[src/rtl/ahfp_norm48.sv]
// Two-stage 48-bit mantissa normalizer: leading-zero count in S1, shift and
// exponent adjust into the S2 output register, valid/ready on both sides.
module ahfp_norm48 #(
  parameter int EXP_W = 10
) (
  input  logic             clk,
  input  logic             rst_n,
  input  logic             i_in_valid,
  output logic             o_in_ready,
  input  logic             i_in_sign,
  input  logic [47:0]      i_in_mant,
  input  logic [EXP_W-1:0] i_in_exp,
  output logic             o_out_valid,
  input  logic             i_out_ready,
  output logic             o_out_sign,
  output logic [47:0]      o_out_mant,
  output logic [EXP_W-1:0] o_out_exp,
  output logic             o_out_zero,
  output logic             o_out_denorm
);

  logic             r_s1_v;
  logic             r_s1_sign;
  logic [47:0]      r_s1_mant;
  logic [EXP_W-1:0] r_s1_exp;

  logic             r_s2_v;
  logic             r_s2_sign;
  logic [47:0]      r_s2_mant;
  logic [EXP_W-1:0] r_s2_exp;
  logic             r_s2_zero;
  logic             r_s2_denorm;

  logic             w_s1_adv;
  logic             w_s2_adv;
  logic [5:0]       w_lz;
  logic [EXP_W-1:0] w_lz_e;
  logic [EXP_W-1:0] w_expm1;
  logic             w_z;
  logic [47:0]      w_mant;
  logic [EXP_W-1:0] w_exp;
  logic             w_zero;
  logic             w_denorm;

  assign w_s2_adv   = !r_s2_v || i_out_ready;
  assign w_s1_adv   = !r_s1_v || w_s2_adv;
  assign o_in_ready = w_s1_adv;

  // Highest set bit wins because later iterations overwrite earlier ones.
  always_comb begin
    w_lz = 6'd47;
    for (int i = 0; i < 48; i++) begin
      if (r_s1_mant[i]) w_lz = 6'(47 - i);
    end
  end

  assign w_z     = (r_s1_mant == 48'd0);
  assign w_lz_e  = EXP_W'(w_lz);
  assign w_expm1 = r_s1_exp - EXP_W'(1);

  // In the clamp branch exp <= lz <= 47, so the low 6 bits of exp-1 are exact.
  always_comb begin
    w_mant   = '0;
    w_exp    = '0;
    w_zero   = 1'b0;
    w_denorm = 1'b0;
    if (w_z) begin
      w_zero = 1'b1;
    end else if (w_lz_e < r_s1_exp) begin
      w_mant = r_s1_mant << w_lz;
      w_exp  = r_s1_exp - w_lz_e;
    end else begin
      w_denorm = 1'b1;
      w_mant   = (r_s1_exp == '0) ? r_s1_mant : (r_s1_mant << w_expm1[5:0]);
    end
  end

  always_ff @(posedge clk or negedge rst_n) begin
    if (!rst_n) begin
      r_s1_v    <= 1'b0;
      r_s1_sign <= 1'b0;
      r_s1_mant <= '0;
      r_s1_exp  <= '0;
    end else if (w_s1_adv) begin
      r_s1_v <= i_in_valid;
      if (i_in_valid) begin
        r_s1_sign <= i_in_sign;
        r_s1_mant <= i_in_mant;
        r_s1_exp  <= i_in_exp;
      end
    end
  end

  always_ff @(posedge clk or negedge rst_n) begin
    if (!rst_n) begin
      r_s2_v      <= 1'b0;
      r_s2_sign   <= 1'b0;
      r_s2_mant   <= '0;
      r_s2_exp    <= '0;
      r_s2_zero   <= 1'b0;
      r_s2_denorm <= 1'b0;
    end else if (w_s2_adv) begin
      r_s2_v <= r_s1_v;
      if (r_s1_v) begin
        r_s2_sign   <= r_s1_sign;
        r_s2_mant   <= w_mant;
        r_s2_exp    <= w_exp;
        r_s2_zero   <= w_zero;
        r_s2_denorm <= w_denorm;
      end
    end
  end

  assign o_out_valid  = r_s2_v;
  assign o_out_sign   = r_s2_sign;
  assign o_out_mant   = r_s2_mant;
  assign o_out_exp    = r_s2_exp;
  assign o_out_zero   = r_s2_zero;
  assign o_out_denorm = r_s2_denorm;

endmodule
[config.mk]
export PLATFORM = sky130hd
export DESIGN_NAME = ahfp_norm48
export DESIGN_NICKNAME = d
export VERILOG_FILES = /design/src/rtl/ahfp_norm48.sv
export SDC_FILE = /design/constraint.sdc
export NUM_CORES = 1
export LEC_CHECK = 0
export BUFFER_PORTS_ARGS = -buffer_cell sky130_fd_sc_hd__buf_2
export CORE_UTILIZATION = 40
export CTS_CLUSTER_SIZE = 8
export DETAILED_ROUTE_END_ITERATION = 12
export PLACE_DENSITY = 0.67
export SYNTH_ARGS = -nofsm -noshare
export SYNTH_HDL_FRONTEND = slang
export SYNTH_SLANG_ARGS = --single-unit
[constraint.sdc]
create_clock -name clk -period 13.4 [get_ports clk]
set_input_delay 0.67 -clock clk [delete_from_list [all_inputs] [get_ports clk]]
set_output_delay 0.67 -clock clk [all_outputs]
set_load 0.01 [all_outputs]
**Yosys cells after proc, flatten, opt, wreduce, memory -nomap -nowiden**

Cells that the tools add are included.

- Reductions and logical operators: 8
- Add/subtract/negate cells: 2
- $lt $le $gt $ge: 1
- Mux-type cells: 55
- Shift operators: 2

Operator list:

| operator | count |
|---|---|
| 6-bit 2-to-1 mux | 44 |
| 48-bit 2-to-1 mux | 3 |
| 48-bit by 6-bit << shifter with 48-bit output | 2 |
| 48-bit logical NOT | 1 |
| 10-bit 2-to-1 mux | 2 |
| 10-bit logical NOT | 1 |
| 6-bit by 10-bit < comparator with 1-bit output | 1 |
| 10-bit by 6-bit subtractor with 10-bit output | 1 |
| 6-bit by 1-bit subtractor with 6-bit output, second input constant | 1 |
| 1-bit 2-to-1 mux | 4 |
| 2-bit 2-to-1 mux | 2 |
| 2-bit AND reduction | 2 |
| 1-bit logical NOT | 2 |
| 1-bit logical OR | 2 |

- Word-level logic and storage cells: 78
- Output and inout port bits: 63
- Register bits: 122

**Depth between registers and ports, before layout**

- Word-level depth: 50
- Gate-level depth with buffers: 22
- Mapped depth without buffers: 18

**Worst setup path after synthesis**

Ideal clock, no wire load.

- Path kind: register -> register
- From: register r_s1_mant[14]
- To: register r_s2_mant[30], in the netlist o_out_mant[30]
- Data required time: 13313 ps
- Path buffers: 3
- Clock period less this slack: 4449 ps
- Setup slack: 8951 ps
- Setup time: 87 ps
- Arrival time: 4362 ps
- Cell stages (with the launch flop): 21
- Cell sequence: dfrtp_1 > clkbuf_1 > or3_1 > a221o_1 > a21oi_1 > o2111ai_1 > nand2_2 > inv_2 > buf_2 > buf_2 > ha_1 > fa_1 > nor2b_1 > o21a_1 > o21a_1 > nor3_1 > o21ai_1 > nand2_1 > nor2_1 > nand3_1 > o211ai_1

- Cells in the longest elaborated chain, start to end: 37

RTL lines:

| element | line | RTL |
|---|---|---|
| start: declaration | 24 | `logic [47:0] r_s1_mant;` |
| start signal: assignment | 88 | `r_s1_mant <= i_in_mant;` |
| 6-bit 2-to-1 mux (34 in series) | 53 | `if (r_s1_mant[i]) w_lz = 6'(47 - i);` |
| 48-bit by 6-bit << shifter with 48-bit output or 6-bit by 10-bit < comparator with 1-bit output (tied branches) | 70, 69 |  |
| 48-bit 2-to-1 mux | 69 | `end else if (w_lz_e < r_s1_exp) begin` |
| 48-bit 2-to-1 mux * | 67 | `if (w_z) begin` |
| end signal: assignment | 106 | `r_s2_mant <= w_mant;` |
| end: declaration | 29 | `logic [47:0] r_s2_mant;` |

Every way passes the cells marked *; elsewhere a longest branch is shown, timed or not.
A chain may end at the register's enable or synchronous reset.

**Worst setup path in the final report**

- From: register r_s1_mant[45]
- To: register r_s2_mant[3], in the netlist o_out_mant[3]

- Cells in the longest elaborated chain, start to end: 6

RTL lines:

| element | line |
|---|---|
| 6-bit 2-to-1 mux (3 in series) | 53 |
| 48-bit by 6-bit << shifter with 48-bit output or 6-bit by 10-bit < comparator with 1-bit output (tied branches) | 70, 69 |
| 48-bit 2-to-1 mux | 69 |
| 48-bit 2-to-1 mux * | 67 |

Marked as above.

==> results <==
- The flow ran to the end, and the final reports show no timing, DRC or antenna violations.
- The first global-routing pass estimated 78,800 um of wire.
- On the final layout, the worst clock skew is 0.0212 ns.
- The global-route congestion overflow total is 0.
- The count of buffer and inverter cells on the critical path is 2.
- The sequential-to-total area share from yosys stat is 0.260.
- After synthesis, the most frequently instantiated cells are sky130_fd_sc_hd__nand2_1, sky130_fd_sc_hd__nor2_1, sky130_fd_sc_hd__dfrtp_1, sky130_fd_sc_hd__mux2_2, sky130_fd_sc_hd__a21oi_1.
- Subtracting the final worst setup slack from the clock period gives ~6.5 ns.
- After detailed routing, the number of vias per cell comes to 6.88.
- Static timing analysis puts the maximum clock frequency at 153 MHz.
- The port buffer count is about 130.
- Buffers inserted to repair hold after CTS numbered 0.
- Setup repair after global routing left no endpoint under its margin.
- STA classifies the critical path endpoint as a register.
- The floorplan step defined a core boundary enclosing 28,800 um^2.
- The cell occurring most often along the worst timing path is sky130_fd_sc_hd__nand2_1.
- After synthesis the cells add up to 11,800 um^2.
- The largest net degree at the start of global routing is 74.
- The cell count after synthesis came out at ~1,400.
- In this run the mean area of a mapped cell was 8.61 um^2.
- The count of flip-flops with a built-in enable after synthesis is 0.
- The final setup TNS is 0 ns.
- The per-cell routed wire length is 29.4 um.
- Of the total synthesized cell area, the portion taken by AND, OR, NAND and NOR gates is 0.157.
- The number of maximum-capacitance constraint violations is 0.
- For this configuration, the core starts out at a cell density of 0.409.
- The total power consumption of the routed design is 2330 uW.
- The share of the synthesized area in the top cell type is 0.260.
- The number of buffers on the longest clock path is 2.
- The number of buffers inserted during clock tree synthesis is 17.
- In the synthesized netlist the dominant register cell turns out to be sky130_fd_sc_hd__dfrtp_1.
- The hold violation count in the final report was 0.
- The number of max-slew violations in the final report came to 0.
- The fraction of layout cells with a size suffix above 1 is 0.269.
- STA puts the critical path data required time at 13.76 ns.
- 0 antenna diodes ended up in the layout.
- The power per standard cell area is 177 nW/um^2.
- The critical path goes through or4_4 > nor2b_1 > nand2_1 > nor2_2 > clkinv_1 > ha_1 > o21a_1 > nor3_1 > o21ai_1 > buf_4 > nand2_1 > nor2_1 > nand3_1 > o211ai_1.
- The clock insertion delay at the later pin of the skew report is approximately 0.47 ns.
- Of the total synthesized cell area, the portion taken by XOR and XNOR cells is 0.0119.
- Clock-pin slew was measured on the worst setup and hold paths at about 0.07 ns.
- The multiplexer fraction of the synthesized cell area is 0.277.
- Headroom to the max-slew limit came out at 0.286.
- Once the clock tree was built, the setup fixing pass inserted 0 buffers.
- The transition time of the tightest slew-check pin is 1.07 ns.
- The worst setup path is of the register to register kind.
- The number of global-route vias before repair is roughly 12,000.
- The peak supply drop is about 0.00010 V.
- The total vias in the final route is 12,364.
- The top-level I/O count is 126.
- Yosys printed 0 warnings.
- The min-delay analysis places its worst path in the category primary input to async pin.
- The congestion estimate from routability-driven global placement came to 1.04.
- The leakage power is 0.00540 uW.
- The first-pass iteration count of the detailed router is 8.
- The post-synthesis adder-cell area fraction is 0.00915.
- The final core utilization is 0.457.
- After synthesis, the share of flip-flops with an asynchronous set or reset is 1.00.
- In this run, the number of DRC markers left after iteration 0 of detailed routing was 1,682.
- The dominant cell by count in the synthesized netlist is sky130_fd_sc_hd__nand2_1.
- Sorting the synthesized cells by area gives the leading types as sky130_fd_sc_hd__dfrtp_1, sky130_fd_sc_hd__mux4_2, sky130_fd_sc_hd__mux2_2.
- The detailed placer's ending HPWL is 37,800 um.
- Setup violations remaining at the end of the flow were counted as 0.
- Compared with the post-synthesis result, the final layout area differs by 11.9%.
- The clock sink total is 122.
- The startpoint class of the critical path is a register.
- The compound-cell area share of the yosys netlist was 0.227.
- The number of nets in the final layout is 1,472.
- Counting flops and latches in the post-synthesis netlist gives 122.
- The die span in y is 173 um.
- In this run the worst path has a maximum fanout of 19.
- Dividing the final minimum period by the clock period gives 0.488.
- The count of nets left with antenna violations once routing finished came out at 0.
- The root cell of the clock tree is sky130_fd_sc_hd__clkbuf_16.
- The overall fraction of global-route tracks in use is 0.352.
- The die covers 30,100 um^2.
- The TritonCTS clock tree is built.
- The number of rows created at floorplan is between 60 and 70.
- The number of design rule violations left after detail routing is 0.
- The largest single stage delay on the critical path is 0.80 ns.
- The initial antenna violation count was 0.
- The count of H-tree levels built during CTS is 4.
- After synthesis, the largest family of logic cells by area is multiplexers.
- Synthesis instantiated 82 different standard cells from the library.
- Broken down by cell family, the worst path's largest delay share belongs to simple AND/OR/NAND/NOR gates.
- After detailed routing, the total wire length is 52,800 um.
- Once the clock tree was built, the resizer swapped 0 gates to a different size.
- The timing startpoint of the critical path is r_s1_mant[45].
- The overall die width is ~170 um.
- The slowest cell on the critical path is sky130_fd_sc_hd__nor2b_1.
- The post-synthesis cell type with the largest combined area is sky130_fd_sc_hd__dfrtp_1.
- The total nets after synthesis is approximately 1,400.
- The startpoint identified for the worst register-to-register timing path is r_s1_mant[45].
- The worst path arrival time is roughly 6.9 ns.
power by group:
part / internal, uW / total [uW] / switching [uW]
sequential: 458 / 601 / 143
combinational: 483 / 1250 / 771
clock: 284 / 478 / 194
total: 1230 / 2330 / 1110
worst reg2reg max path, cell delays in order, from the launching register on:
cell                       delay [ns]
sky130_fd_sc_hd__dfrtp_1         0.51
sky130_fd_sc_hd__or4_4           0.58
sky130_fd_sc_hd__nor2b_1         0.80
sky130_fd_sc_hd__nand2_1         0.47
sky130_fd_sc_hd__nor2_2          0.53
sky130_fd_sc_hd__clkinv_1        0.71
sky130_fd_sc_hd__ha_1            0.63
sky130_fd_sc_hd__o21a_1          0.15
sky130_fd_sc_hd__nor3_1          0.05
sky130_fd_sc_hd__o21ai_1         0.13
sky130_fd_sc_hd__buf_4           0.28
sky130_fd_sc_hd__nand2_1         0.56
sky130_fd_sc_hd__nor2_1          0.75
sky130_fd_sc_hd__nand3_1         0.17
sky130_fd_sc_hd__o211ai_1        0.12
layer usage:
layer / global-route usage / vias up / routed length [um]
li1: - / 5214 / -
met1: 0.466 / 6006 / 20900
met2: 0.525 / 957 / 22900
met3: 0.0809 / 187 / 5540
met4: 0.209 / 0 / 3450
met5: 0 / - / 0
cell usage in the layout, fill, tap and decap left out, drive strengths merged, types with 8 or more instances in the layout:
cell type	netlist	layout
o31ai	10	10
a221o	17	17
buf	41	155
nand2b	10	10
nor4	11	11
o22ai	12	12
o211ai	17	17
mux4	52	52
nand2	171	171
o21a	9	9
xor2	8	8
nor3	29	29
nand3	29	29
xnor2	8	8
a21oi	100	100
a22oi	22	22
mux2	104	104
clkbuf	98	19
mux2i	91	91
o221ai	10	10
a211oi	24	24
dfrtp	122	122
inv	18	21
nor2	126	126
o21ai	96	96
final cells by class:
cell class | count | area (um^2)
clock buffers | 19 | 453
clock inverters | 13 | 141
fillers | 2779 | 15600
inverters | 20 | 75.1
multi-input cells | 1085 | 8100
flip-flops and latches | 122 | 3050
well taps | 384 | 480
repair buffers | 155 | 853
final timing paths:
| path | end | slack [ns] | cells after the start |
|---|---|---|---|
| min in group clk | r_s1_v | 0.43 | 2 |
| worst min-delay path | r_s1_mant[4] | 0.24 | 1 |
| worst max-delay path | o_out_mant[3] | 6.86 | 14 |
| worst max register to register | o_out_mant[3] | 6.86 | 14 |
| max in group asynchronous | o_out_mant[24] | 11.75 | 2 |
| worst min register to register | o_out_exp[0] | 0.48 | 2 |
flip-flops by register name, indices dropped and copies added, names as in the netlist:
register      cells
o_out_valid       1
r_s1_sign         1
r_s1_mant        48
r_s1_v            1
o_out_zero        1
o_out_exp        10
o_out_denorm      1
r_s1_exp         10
o_out_sign        1
o_out_mant       48
through the flow:
stage | setup WS (ns) | area (um^2) | std cells | hold WS, ns
2_1_floorplan | 8.95 | 11800 | 1366 | 0.374
3_3_place_gp | 7.50 | 12600 | 1766 | 0.462
3_5_place_dp | 7.29 | 12600 | 1766 | 0.468
4_1_cts | 7.21 | 13200 | 1798 | 0.262
5_1_grt | 6.69 | 13200 | 1798 | 0.296
6_report | 6.86 | 13200 | 1798 | 0.241
kinds of logic (layout without fill, tap and decap cells):
family	after synthesis	in the layout
flops	122	122
compound gates	399	399
buf+inv	159	207
mux	247	247
fa+ha+maj	8	8
xor+xnor	16	16
simple gates	415	415
Power figures use the tool's default switching activity.
